`config.mk`:
```
export PLATFORM = sky130hd
export DESIGN_NAME = id_stage_flat
export DESIGN_NICKNAME = d
export VERILOG_FILES = /design/src/rtl/id_stage_if.sv /design/src/rtl/id_stage.sv /design/src/flat_wrapper.sv
export SDC_FILE = /design/constraint.sdc
export NUM_CORES = 2
export LEC_CHECK = 0
export CAP_MARGIN = 20
export CORE_MARGIN = 2
export CORE_UTILIZATION = 55
export DETAILED_ROUTE_END_ITERATION = 8
export HOLD_SLACK_MARGIN = 0.15
export PLACE_DENSITY_LB_ADDON = 0.2
export SYNTH_ARGS = -nofsm -noshare
export SYNTH_HDL_FRONTEND = slang
export SYNTH_SLANG_ARGS = --single-unit
```
`constraint.sdc`:
```
create_clock -name CLK -period 1.5 [get_ports CLK]
set_clock_uncertainty 0.1 [all_clocks]
set_input_delay 0.15 -clock CLK [delete_from_list [all_inputs] [get_ports CLK]]
set_output_delay 0.15 -clock CLK [all_outputs]
set_load 0.02 [all_outputs]
```
`src/rtl/id_stage_if.sv`:
```
// Fetch/writeback/decode bundle around the ID stage.
//   master : upstream side. It drives fetch, flush and writeback, and observes the ID/EX outputs.
//   slave  : id_stage side. It consumes fetch, flush and writeback, and drives the ID/EX outputs.
// Signals:
//   PC_IF/IDATA_IF  fetch PC and word. PC leads the word by one cycle.
//   FLUSH           squash the instruction entering ID this cycle.
//   WB_EN/WB_RD/WB_DATA  register-file write port from the last stage.
//   *_ID            registered ID/EX boundary.
interface id_stage_if;
    localparam int unsigned XLEN   = 32;
    localparam int unsigned REG_AW = 5;

    logic [XLEN-1:0]   PC_IF;
    logic [XLEN-1:0]   IDATA_IF;
    logic              FLUSH;
    logic              WB_EN;
    logic [REG_AW-1:0] WB_RD;
    logic [XLEN-1:0]   WB_DATA;

    logic [XLEN-1:0]   PC_ID;
    logic [XLEN-1:0]   IDATA_ID;
    logic              VALID_ID;
    logic              ILLEGAL_ID;
    logic [6:0]        OPCODE_ID;
    logic [2:0]        FUNCT3_ID;
    logic              FUNCT7B5_ID;
    logic [REG_AW-1:0] RD_ID;
    logic [REG_AW-1:0] RS1_ID;
    logic [REG_AW-1:0] RS2_ID;
    logic [XLEN-1:0]   RS1_DATA_ID;
    logic [XLEN-1:0]   RS2_DATA_ID;
    logic [XLEN-1:0]   IMM_ID;

    modport master (
        output PC_IF, IDATA_IF, FLUSH, WB_EN, WB_RD, WB_DATA,
        input  PC_ID, IDATA_ID, VALID_ID, ILLEGAL_ID, OPCODE_ID, FUNCT3_ID,
               FUNCT7B5_ID, RD_ID, RS1_ID, RS2_ID, RS1_DATA_ID, RS2_DATA_ID, IMM_ID
    );

    modport slave (
        input  PC_IF, IDATA_IF, FLUSH, WB_EN, WB_RD, WB_DATA,
        output PC_ID, IDATA_ID, VALID_ID, ILLEGAL_ID, OPCODE_ID, FUNCT3_ID,
               FUNCT7B5_ID, RD_ID, RS1_ID, RS2_ID, RS1_DATA_ID, RS2_DATA_ID, IMM_ID
    );
endinterface

```
`src/rtl/id_stage.sv`:
```
// RV32I decode stage.
// - Pairs each fetched word with its PC.
// - Reads operands from the owned 32x32 register file. Writeback data is passed through in the same cycle.
// - Builds the sign-extended immediate and flags illegal encodings.
// - Registers everything into the ID/EX boundary.
// Ports:
//   CLK   clock; all state updates on posedge
//   RSTN  asynchronous active-low reset
//   bus   id_stage_if.slave. Inputs are fetch, FLUSH and writeback. Outputs are the registered *_ID fields.
module id_stage #(
    parameter logic [31:0] RESET_PC  = 32'h0000_0000,
    parameter logic [31:0] NOP_INSTR = 32'h0000_0013
) (
    input  logic       CLK,
    input  logic       RSTN,
    id_stage_if.slave  bus
);
    localparam int unsigned XLEN    = 32;
    localparam int unsigned REG_AW  = 5;
    localparam int unsigned NUM_REG = 32;

    localparam logic [6:0] OP_IMM    = 7'b0010011;
    localparam logic [6:0] OP_LOAD   = 7'b0000011;
    localparam logic [6:0] OP_JALR   = 7'b1100111;
    localparam logic [6:0] OP_SYSTEM = 7'b1110011;
    localparam logic [6:0] OP_FENCE  = 7'b0001111;
    localparam logic [6:0] OP_STORE  = 7'b0100011;
    localparam logic [6:0] OP_BRANCH = 7'b1100011;
    localparam logic [6:0] OP_LUI    = 7'b0110111;
    localparam logic [6:0] OP_AUIPC  = 7'b0010111;
    localparam logic [6:0] OP_JAL    = 7'b1101111;
    localparam logic [6:0] OP_REG    = 7'b0110011;

    // Alignment state. The word arriving now belongs to the PC seen last cycle.
    logic [XLEN-1:0] pc_q;
    logic            align_valid;

    logic [XLEN-1:0] rf [NUM_REG];

    logic [XLEN-1:0]   pc_id_q;
    logic [XLEN-1:0]   idata_id_q;
    logic              valid_id_q;
    logic              illegal_id_q;
    logic [6:0]        opcode_id_q;
    logic [2:0]        funct3_id_q;
    logic              funct7b5_id_q;
    logic [REG_AW-1:0] rd_id_q;
    logic [REG_AW-1:0] rs1_id_q;
    logic [REG_AW-1:0] rs2_id_q;
    logic [XLEN-1:0]   rs1_data_id_q;
    logic [XLEN-1:0]   rs2_data_id_q;
    logic [XLEN-1:0]   imm_id_q;

    logic [XLEN-1:0]   inst_c;
    logic [6:0]        opcode_c;
    logic [REG_AW-1:0] rs1_c;
    logic [REG_AW-1:0] rs2_c;
    logic [XLEN-1:0]   imm_c;
    logic              illegal_c;
    logic              wb_write_c;
    logic [XLEN-1:0]   rs1_data_c;
    logic [XLEN-1:0]   rs2_data_c;
    logic              bubble_c;

    assign inst_c     = bus.IDATA_IF;
    assign opcode_c   = inst_c[6:0];
    assign rs1_c      = inst_c[19:15];
    assign rs2_c      = inst_c[24:20];
    assign wb_write_c = bus.WB_EN && (bus.WB_RD != REG_AW'(0));
    assign bubble_c   = bus.FLUSH || !align_valid;

    // Immediate generation and legality check, keyed on the opcode.
    always_comb begin
        imm_c     = '0;
        illegal_c = 1'b0;
        unique case (opcode_c)
            OP_IMM, OP_LOAD, OP_JALR, OP_SYSTEM, OP_FENCE:
                imm_c = {{20{inst_c[31]}}, inst_c[31:20]};
            OP_STORE:
                imm_c = {{20{inst_c[31]}}, inst_c[31:25], inst_c[11:7]};
            OP_BRANCH:
                imm_c = {{19{inst_c[31]}}, inst_c[31], inst_c[7],
                         inst_c[30:25], inst_c[11:8], 1'b0};
            OP_LUI, OP_AUIPC:
                imm_c = {inst_c[31:12], 12'b0};
            OP_JAL:
                imm_c = {{11{inst_c[31]}}, inst_c[31], inst_c[19:12],
                         inst_c[20], inst_c[30:21], 1'b0};
            OP_REG:
                imm_c = '0;
            default:
                illegal_c = 1'b1;
        endcase
        // Every listed opcode ends in 2'b11. This check still covers the compressed space.
        if (inst_c[1:0] != 2'b11) begin
            illegal_c = 1'b1;
        end
    end

    // Operand read.
    // x0 is hard zero. A same-cycle writeback to the read index wins over the array.
    always_comb begin
        rs1_data_c = rf[rs1_c];
        rs2_data_c = rf[rs2_c];
        if (rs1_c == REG_AW'(0)) begin
            rs1_data_c = '0;
        end else if (wb_write_c && (bus.WB_RD == rs1_c)) begin
            rs1_data_c = bus.WB_DATA;
        end
        if (rs2_c == REG_AW'(0)) begin
            rs2_data_c = '0;
        end else if (wb_write_c && (bus.WB_RD == rs2_c)) begin
            rs2_data_c = bus.WB_DATA;
        end
    end

    // Fetch alignment.
    always_ff @(posedge CLK or negedge RSTN) begin
        if (!RSTN) begin
            pc_q        <= RESET_PC;
            align_valid <= 1'b0;
        end else begin
            pc_q        <= bus.PC_IF;
            align_valid <= 1'b1;
        end
    end

    // Register file. Writes ignore FLUSH and VALID. x0 is never written.
    always_ff @(posedge CLK or negedge RSTN) begin
        if (!RSTN) begin
            for (int i = 0; i < int'(NUM_REG); i++) begin
                rf[i] <= '0;
            end
        end else if (wb_write_c) begin
            rf[bus.WB_RD] <= bus.WB_DATA;
        end
    end

    // ID/EX boundary.
    // A bubble keeps the aligned PC so downstream still sees the redirect slot.
    always_ff @(posedge CLK or negedge RSTN) begin
        if (!RSTN) begin
            pc_id_q       <= RESET_PC;
            idata_id_q    <= NOP_INSTR;
            valid_id_q    <= 1'b0;
            illegal_id_q  <= 1'b0;
            opcode_id_q   <= '0;
            funct3_id_q   <= '0;
            funct7b5_id_q <= 1'b0;
            rd_id_q       <= '0;
            rs1_id_q      <= '0;
            rs2_id_q      <= '0;
            rs1_data_id_q <= '0;
            rs2_data_id_q <= '0;
            imm_id_q      <= '0;
        end else if (bubble_c) begin
            pc_id_q       <= pc_q;
            idata_id_q    <= NOP_INSTR;
            valid_id_q    <= 1'b0;
            illegal_id_q  <= 1'b0;
            opcode_id_q   <= '0;
            funct3_id_q   <= '0;
            funct7b5_id_q <= 1'b0;
            rd_id_q       <= '0;
            rs1_id_q      <= '0;
            rs2_id_q      <= '0;
            rs1_data_id_q <= '0;
            rs2_data_id_q <= '0;
            imm_id_q      <= '0;
        end else begin
            pc_id_q       <= pc_q;
            idata_id_q    <= inst_c;
            valid_id_q    <= 1'b1;
            illegal_id_q  <= illegal_c;
            opcode_id_q   <= opcode_c;
            funct3_id_q   <= inst_c[14:12];
            funct7b5_id_q <= inst_c[30];
            rd_id_q       <= inst_c[11:7];
            rs1_id_q      <= rs1_c;
            rs2_id_q      <= rs2_c;
            rs1_data_id_q <= rs1_data_c;
            rs2_data_id_q <= rs2_data_c;
            imm_id_q      <= imm_c;
        end
    end

    assign bus.PC_ID       = pc_id_q;
    assign bus.IDATA_ID    = idata_id_q;
    assign bus.VALID_ID    = valid_id_q;
    assign bus.ILLEGAL_ID  = illegal_id_q;
    assign bus.OPCODE_ID   = opcode_id_q;
    assign bus.FUNCT3_ID   = funct3_id_q;
    assign bus.FUNCT7B5_ID = funct7b5_id_q;
    assign bus.RD_ID       = rd_id_q;
    assign bus.RS1_ID      = rs1_id_q;
    assign bus.RS2_ID      = rs2_id_q;
    assign bus.RS1_DATA_ID = rs1_data_id_q;
    assign bus.RS2_DATA_ID = rs2_data_id_q;
    assign bus.IMM_ID      = imm_id_q;
endmodule

```
`src/flat_wrapper.sv`:
```
// flat-port wrapper written by rule: the top's interface ports become plain ports
module id_stage_flat 
#(
    parameter logic [31:0] RESET_PC  = 32'h0000_0000,
    parameter logic [31:0] NOP_INSTR = 32'h0000_0013
)
  (CLK, RSTN, bus_PC_IF, bus_IDATA_IF, bus_FLUSH, bus_WB_EN, bus_WB_RD, bus_WB_DATA, bus_PC_ID, bus_IDATA_ID, bus_VALID_ID, bus_ILLEGAL_ID, bus_OPCODE_ID, bus_FUNCT3_ID, bus_FUNCT7B5_ID, bus_RD_ID, bus_RS1_ID, bus_RS2_ID, bus_RS1_DATA_ID, bus_RS2_DATA_ID, bus_IMM_ID);
  id_stage_if bus_i ();
  input  logic CLK;
  input  logic RSTN;
  input wire logic [$bits(bus_i.PC_IF)-1:0] bus_PC_IF;
  input wire logic [$bits(bus_i.IDATA_IF)-1:0] bus_IDATA_IF;
  input wire logic [$bits(bus_i.FLUSH)-1:0] bus_FLUSH;
  input wire logic [$bits(bus_i.WB_EN)-1:0] bus_WB_EN;
  input wire logic [$bits(bus_i.WB_RD)-1:0] bus_WB_RD;
  input wire logic [$bits(bus_i.WB_DATA)-1:0] bus_WB_DATA;
  output wire logic [$bits(bus_i.PC_ID)-1:0] bus_PC_ID;
  output wire logic [$bits(bus_i.IDATA_ID)-1:0] bus_IDATA_ID;
  output wire logic [$bits(bus_i.VALID_ID)-1:0] bus_VALID_ID;
  output wire logic [$bits(bus_i.ILLEGAL_ID)-1:0] bus_ILLEGAL_ID;
  output wire logic [$bits(bus_i.OPCODE_ID)-1:0] bus_OPCODE_ID;
  output wire logic [$bits(bus_i.FUNCT3_ID)-1:0] bus_FUNCT3_ID;
  output wire logic [$bits(bus_i.FUNCT7B5_ID)-1:0] bus_FUNCT7B5_ID;
  output wire logic [$bits(bus_i.RD_ID)-1:0] bus_RD_ID;
  output wire logic [$bits(bus_i.RS1_ID)-1:0] bus_RS1_ID;
  output wire logic [$bits(bus_i.RS2_ID)-1:0] bus_RS2_ID;
  output wire logic [$bits(bus_i.RS1_DATA_ID)-1:0] bus_RS1_DATA_ID;
  output wire logic [$bits(bus_i.RS2_DATA_ID)-1:0] bus_RS2_DATA_ID;
  output wire logic [$bits(bus_i.IMM_ID)-1:0] bus_IMM_ID;
  assign bus_i.PC_IF = bus_PC_IF;
  assign bus_i.IDATA_IF = bus_IDATA_IF;
  assign bus_i.FLUSH = bus_FLUSH;
  assign bus_i.WB_EN = bus_WB_EN;
  assign bus_i.WB_RD = bus_WB_RD;
  assign bus_i.WB_DATA = bus_WB_DATA;
  assign bus_PC_ID = bus_i.PC_ID;
  assign bus_IDATA_ID = bus_i.IDATA_ID;
  assign bus_VALID_ID = bus_i.VALID_ID;
  assign bus_ILLEGAL_ID = bus_i.ILLEGAL_ID;
  assign bus_OPCODE_ID = bus_i.OPCODE_ID;
  assign bus_FUNCT3_ID = bus_i.FUNCT3_ID;
  assign bus_FUNCT7B5_ID = bus_i.FUNCT7B5_ID;
  assign bus_RD_ID = bus_i.RD_ID;
  assign bus_RS1_ID = bus_i.RS1_ID;
  assign bus_RS2_ID = bus_i.RS2_ID;
  assign bus_RS1_DATA_ID = bus_i.RS1_DATA_ID;
  assign bus_RS2_DATA_ID = bus_i.RS2_DATA_ID;
  assign bus_IMM_ID = bus_i.IMM_ID;
  id_stage #(.RESET_PC(RESET_PC), .NOP_INSTR(NOP_INSTR)) u_core (.CLK(CLK), .RSTN(RSTN), .bus(bus_i));
endmodule
```
==> impl_metrics.py <==
metrics = {
    "placement": {
        "postPlaceCellArea_mm2": 0.07355,
        "gp_congestion": 0.8866,
        "post-dp-hpwl_mm": 135.1,
        "port-buffer-count": 292,
    },
    "sta": {
        "period_minus_slack_ps": 1704,
        "grt_setup_unrepaired": "yes",
        "timing.final.ws_setup_ps": -204.0,
        "final-setup-viol-count": 210,
        "fin_setup_tns_ps": -14820,
        "worst_slew_pin_slew_ps": 658.4,
        "hold_viol": 0,
        "period_share_pct": 113.6,
        "fmax_ghz": 0.5868,
        "whs_ps": 22.92,
        "slew_headroom_pct": 56.11,
        "slew_violations": 0,
    },
    "clock_tree": {
        "clockBufferDepth": 3,
        "cts_root_buffer": "clkbuf_16",
        "htreeDepth": 4,
        "clock_latency_ps": 750,
        "cts.sinks": 1222,
        "cts_tree": "done",
        "cts_inserted_buffers": 134,
        "cts_hold_buffers": 67,
        "cts.clk_slew.worst_paths_ps": 60,
    },
    "global_routing": {
        "grt_antenna_before_repair": 1,
        "grt_max_degree": 80,
        "grt_pass1_vias": 47950,
        "grt_pass1_wl_mm": 316.8,
        "overflow": 0,
        "grt_usage_pct": 36.50,
    },
    "floorplan": {
        "start_util_pct": 55.44,
        "die_area_mm2": 0.1161,
        "core-area_mm2": 0.1125,
        "row_count": 123,
        "die_h_um": 340.7,
        "io_pins": 293,
        "dieWidth_um": 340.7,
    },
    "detailed_routing": {
        "drt-initial-drc-count": 4613,
        "drtAntennaViolNets": 0,
        "route.detailed.drc": 0,
        "firstDrtPassIters": 5,
        "route.vias.total": 46780,
        "routedWlPerCell_um": 29.95,
        "totalWireLength_mm": 214.1,
        "viasPerCell": 6.545,
    },
    "setup_path": {
        "critPathLaunchType": "register",
        "cp.arrival_ps": 2280,
        "end_kind": "register",
        "cp_max_fo": 2,
        "slowest_delay_ps": 350,
        "required_ps": 2070,
        "rr_endpoint": "u_core.bus.RS1_DATA_ID[27]",
        "crit_type": "reg2reg",
        "cp-startpoint": "u_core.rf[603]",
        "path_cells": "buf_4, mux2i_1, a22oi_1, a21oi_1, nor4_2, buf_4, a22o_1",
        "r2r_cells": 7,
        "critPathSlowestCell": "dfrtp_1",
        "r2r-start": "u_core.rf[603]",
        "crit_path_frequent_cell": "buf_4",
        "r2r_slack_ps": -200,
    },
    "status": {
        "status": "complete, but fails checks",
        "failed_checks": "negative setup slack",
    },
    "layout": {
        "n_antenna_cell": 0,
        "nNetsFinal": 5663,
        "drive_gt1_share_pct": 45.21,
        "fin_area_mm2": 0.08071,
        "syn_to_final_growth_pct": 29.41,
    },
    "yosys": {
        "syn-num-nets": 4903,
        "synthArstFlopShare_pct": 100.0,
        "synth_seq_cells": 1222,
        "synth-seq-area-share_pct": 49.04,
        "syn_area_mm2": 0.06237,
        "synth_cells": 4798,
        "synth_edf_count": 0,
        "yosysUniqueCellTypes": 54,
        "synth-main-ff-cell": "dfrtp_1",
        "syn_avg_cell_area_um2": 13.00,
        "ys.warnings.count": 0,
    },
    "power": {
        "peakVddDrop_mv": 1.099,
        "leakagePower_nw": 37.71,
        "powerDensity_mw_per_mm2": 1225,
    },
    "min_path": {
        "hold_class": "in2async",
    },
    "flow_run": {
        "maxCapViolCount": 0,
    },
}
-- layout make-up --
type,instances,area [um^2]
Clock inverter,41,635.6
Clock buffer,184,3865
Fill cell,7473,31790
Timing Repair Buffer,1147,12770
Sequential cell,1222,30620
Multi-Input combinational cell,3048,30910
Tap cell,1500,1877
Inverter,5,28.78
-- registers in the layout, summed over array words and instances (netlist names) --
register and cells:
u_core.bus.ILLEGAL_ID 1, u_core.bus.RS1_DATA_ID 32, u_core.align_valid 1, u_core.bus.IDATA_ID 32
u_core.bus.VALID_ID 1, u_core.bus.PC_ID 32, u_core.bus.IMM_ID 32, u_core.bus.OPCODE_ID 3
u_core.rf 1024, u_core.pc_q 32, u_core.bus.RS2_DATA_ID 32
-- how the worst max path moves through the flow --
stage                                  to  slack [ps]  cells past startpoint
4_1_cts         u_core.bus.RS2_DATA_ID[5]        -190                      4
6_report       u_core.bus.RS1_DATA_ID[27]        -200                      7
2_1_floorplan  u_core.bus.RS2_DATA_ID[10]        -260                      8
3_5_place_dp               u_core.rf[694]        -950                      8
3_3_place_gp               u_core.rf[462]        -950                      7
5_1_grt        u_core.bus.RS1_DATA_ID[27]        -250                      7
-- synthesized netlist by cell type (all sizes together), types with 2 or more instances --
| cell | n | share of area (%) |
|---|---|---|
| a2111oi | 23 | 0.55 |
| a21o | 15 | 0.18 |
| a21oi | 198 | 1.6 |
| a22o | 44 | 0.62 |
| a22oi | 417 | 5.0 |
| and2 | 41 | 0.41 |
| and3 | 2 | 0.020 |
| buf | 285 | 3.0 |
| clkbuf | 240 | 1.5 |
| dfrtp | 1219 | 49 |
| dfstp | 3 | 0.13 |
| inv | 5 | 0.030 |
| mux2 | 1000 | 18 |
| mux2i | 916 | 15 |
| mux4 | 68 | 2.5 |
| nand2 | 82 | 0.49 |
| nand2b | 10 | 0.10 |
| nand3 | 65 | 0.52 |
| nand4 | 6 | 0.060 |
| nand4b | 3 | 0.042 |
| nor2 | 36 | 0.22 |
| nor2b | 11 | 0.11 |
| nor3 | 5 | 0.040 |
| nor3b | 5 | 0.060 |
| nor4 | 23 | 0.25 |
| o21ai | 13 | 0.10 |
| o221a | 20 | 0.36 |
| o22ai | 17 | 0.17 |
| o41a | 3 | 0.054 |
| or2 | 4 | 0.040 |
| xnor2 | 4 | 0.056 |
| xor2 | 6 | 0.084 |
-- cells by family after synthesis --
kind of cell | count (synthesis) | share of synthesized area (%)
compound gates | 757 | 8.733
flops | 1222 | 49.04
other cells | 1 | 0.006013
buf+inv | 530 | 4.480
simple gates | 294 | 2.389
mux | 1984 | 35.21
xor+xnor | 10 | 0.1404
-- power breakdown --
part           internal [W]  leakage (nW)  switching (W)  total, W
registers            0.0385          15.6        0.00421    0.0427
logic                0.0123          19.9        0.00962    0.0219
clock network        0.0207          2.22         0.0136    0.0343
-- per-stage QoR --
step	power, W	instances	setup WS [ps]	util [%]
finish	0.09885	7147	-204.0	71.74
CTS	0.09799	7127	-189.7	70.71
global placement	0.06227	6810	-948.5	65.38
global route	0.1026	7147	-246.8	71.74
detailed placement	0.06319	6810	-949.9	65.38
floorplan	0.05470	4798	-261.4	-
-- timing repair --
action / 4_1_cts / 5_1_grt
gates cloned: 7 / 3
setup buffers: 19 / 23
gates resized for setup: 1233 / 184
endpoints found under the setup margin: 501 / 342
pin swaps: 42 / 134
endpoints found under the hold margin: 1318 / 312
-- worst max-delay path: cells and delay by family, from the launching register on --
kind                   cells  cell delay [ps]
AND/OR/NAND/NOR            1              340
AO/OA/AOI/OAI              3              480
flip-flops                 1              350
buffers and inverters      2              300
multiplexers               1               80
-- cell usage in the layout, fill, tap and decap left out, types with 32 or more instances in the layout --
cell / Yosys / routed
dfrtp_1: 1219 / 1187
mux2i_1: 916 / 888
mux2_2: 987 / 879
buf_4: 81 / 532
a22oi_1: 417 / 387
buf_12: 7 / 226
buf_6: 20 / 212
a21oi_1: 198 / 142
clkbuf_16: 0 / 140
mux2_4: 0 / 112
clkdlybuf4s50_1: 0 / 93
mux4_2: 68 / 68
nand2_1: 82 / 66
dlygate4sd3_1: 0 / 66
nand3_1: 65 / 55
a21oi_2: 0 / 50
a22o_1: 44 / 44
and2_1: 41 / 37
dfrtp_2: 0 / 32
-- metal layers --
metal / part of all wire, % / vias to the layer above / GRT usage, %
met5: 0.0061 / - / 0
met4: 4.4 / 2 / 14.82
met3: 8.7 / 581 / 8.005
met2: 46 / 2392 / 56.69
met1: 41 / 24452 / 49.97
li1: - / 19353 / -
Note: power is estimated with default switching activity, not from simulation.
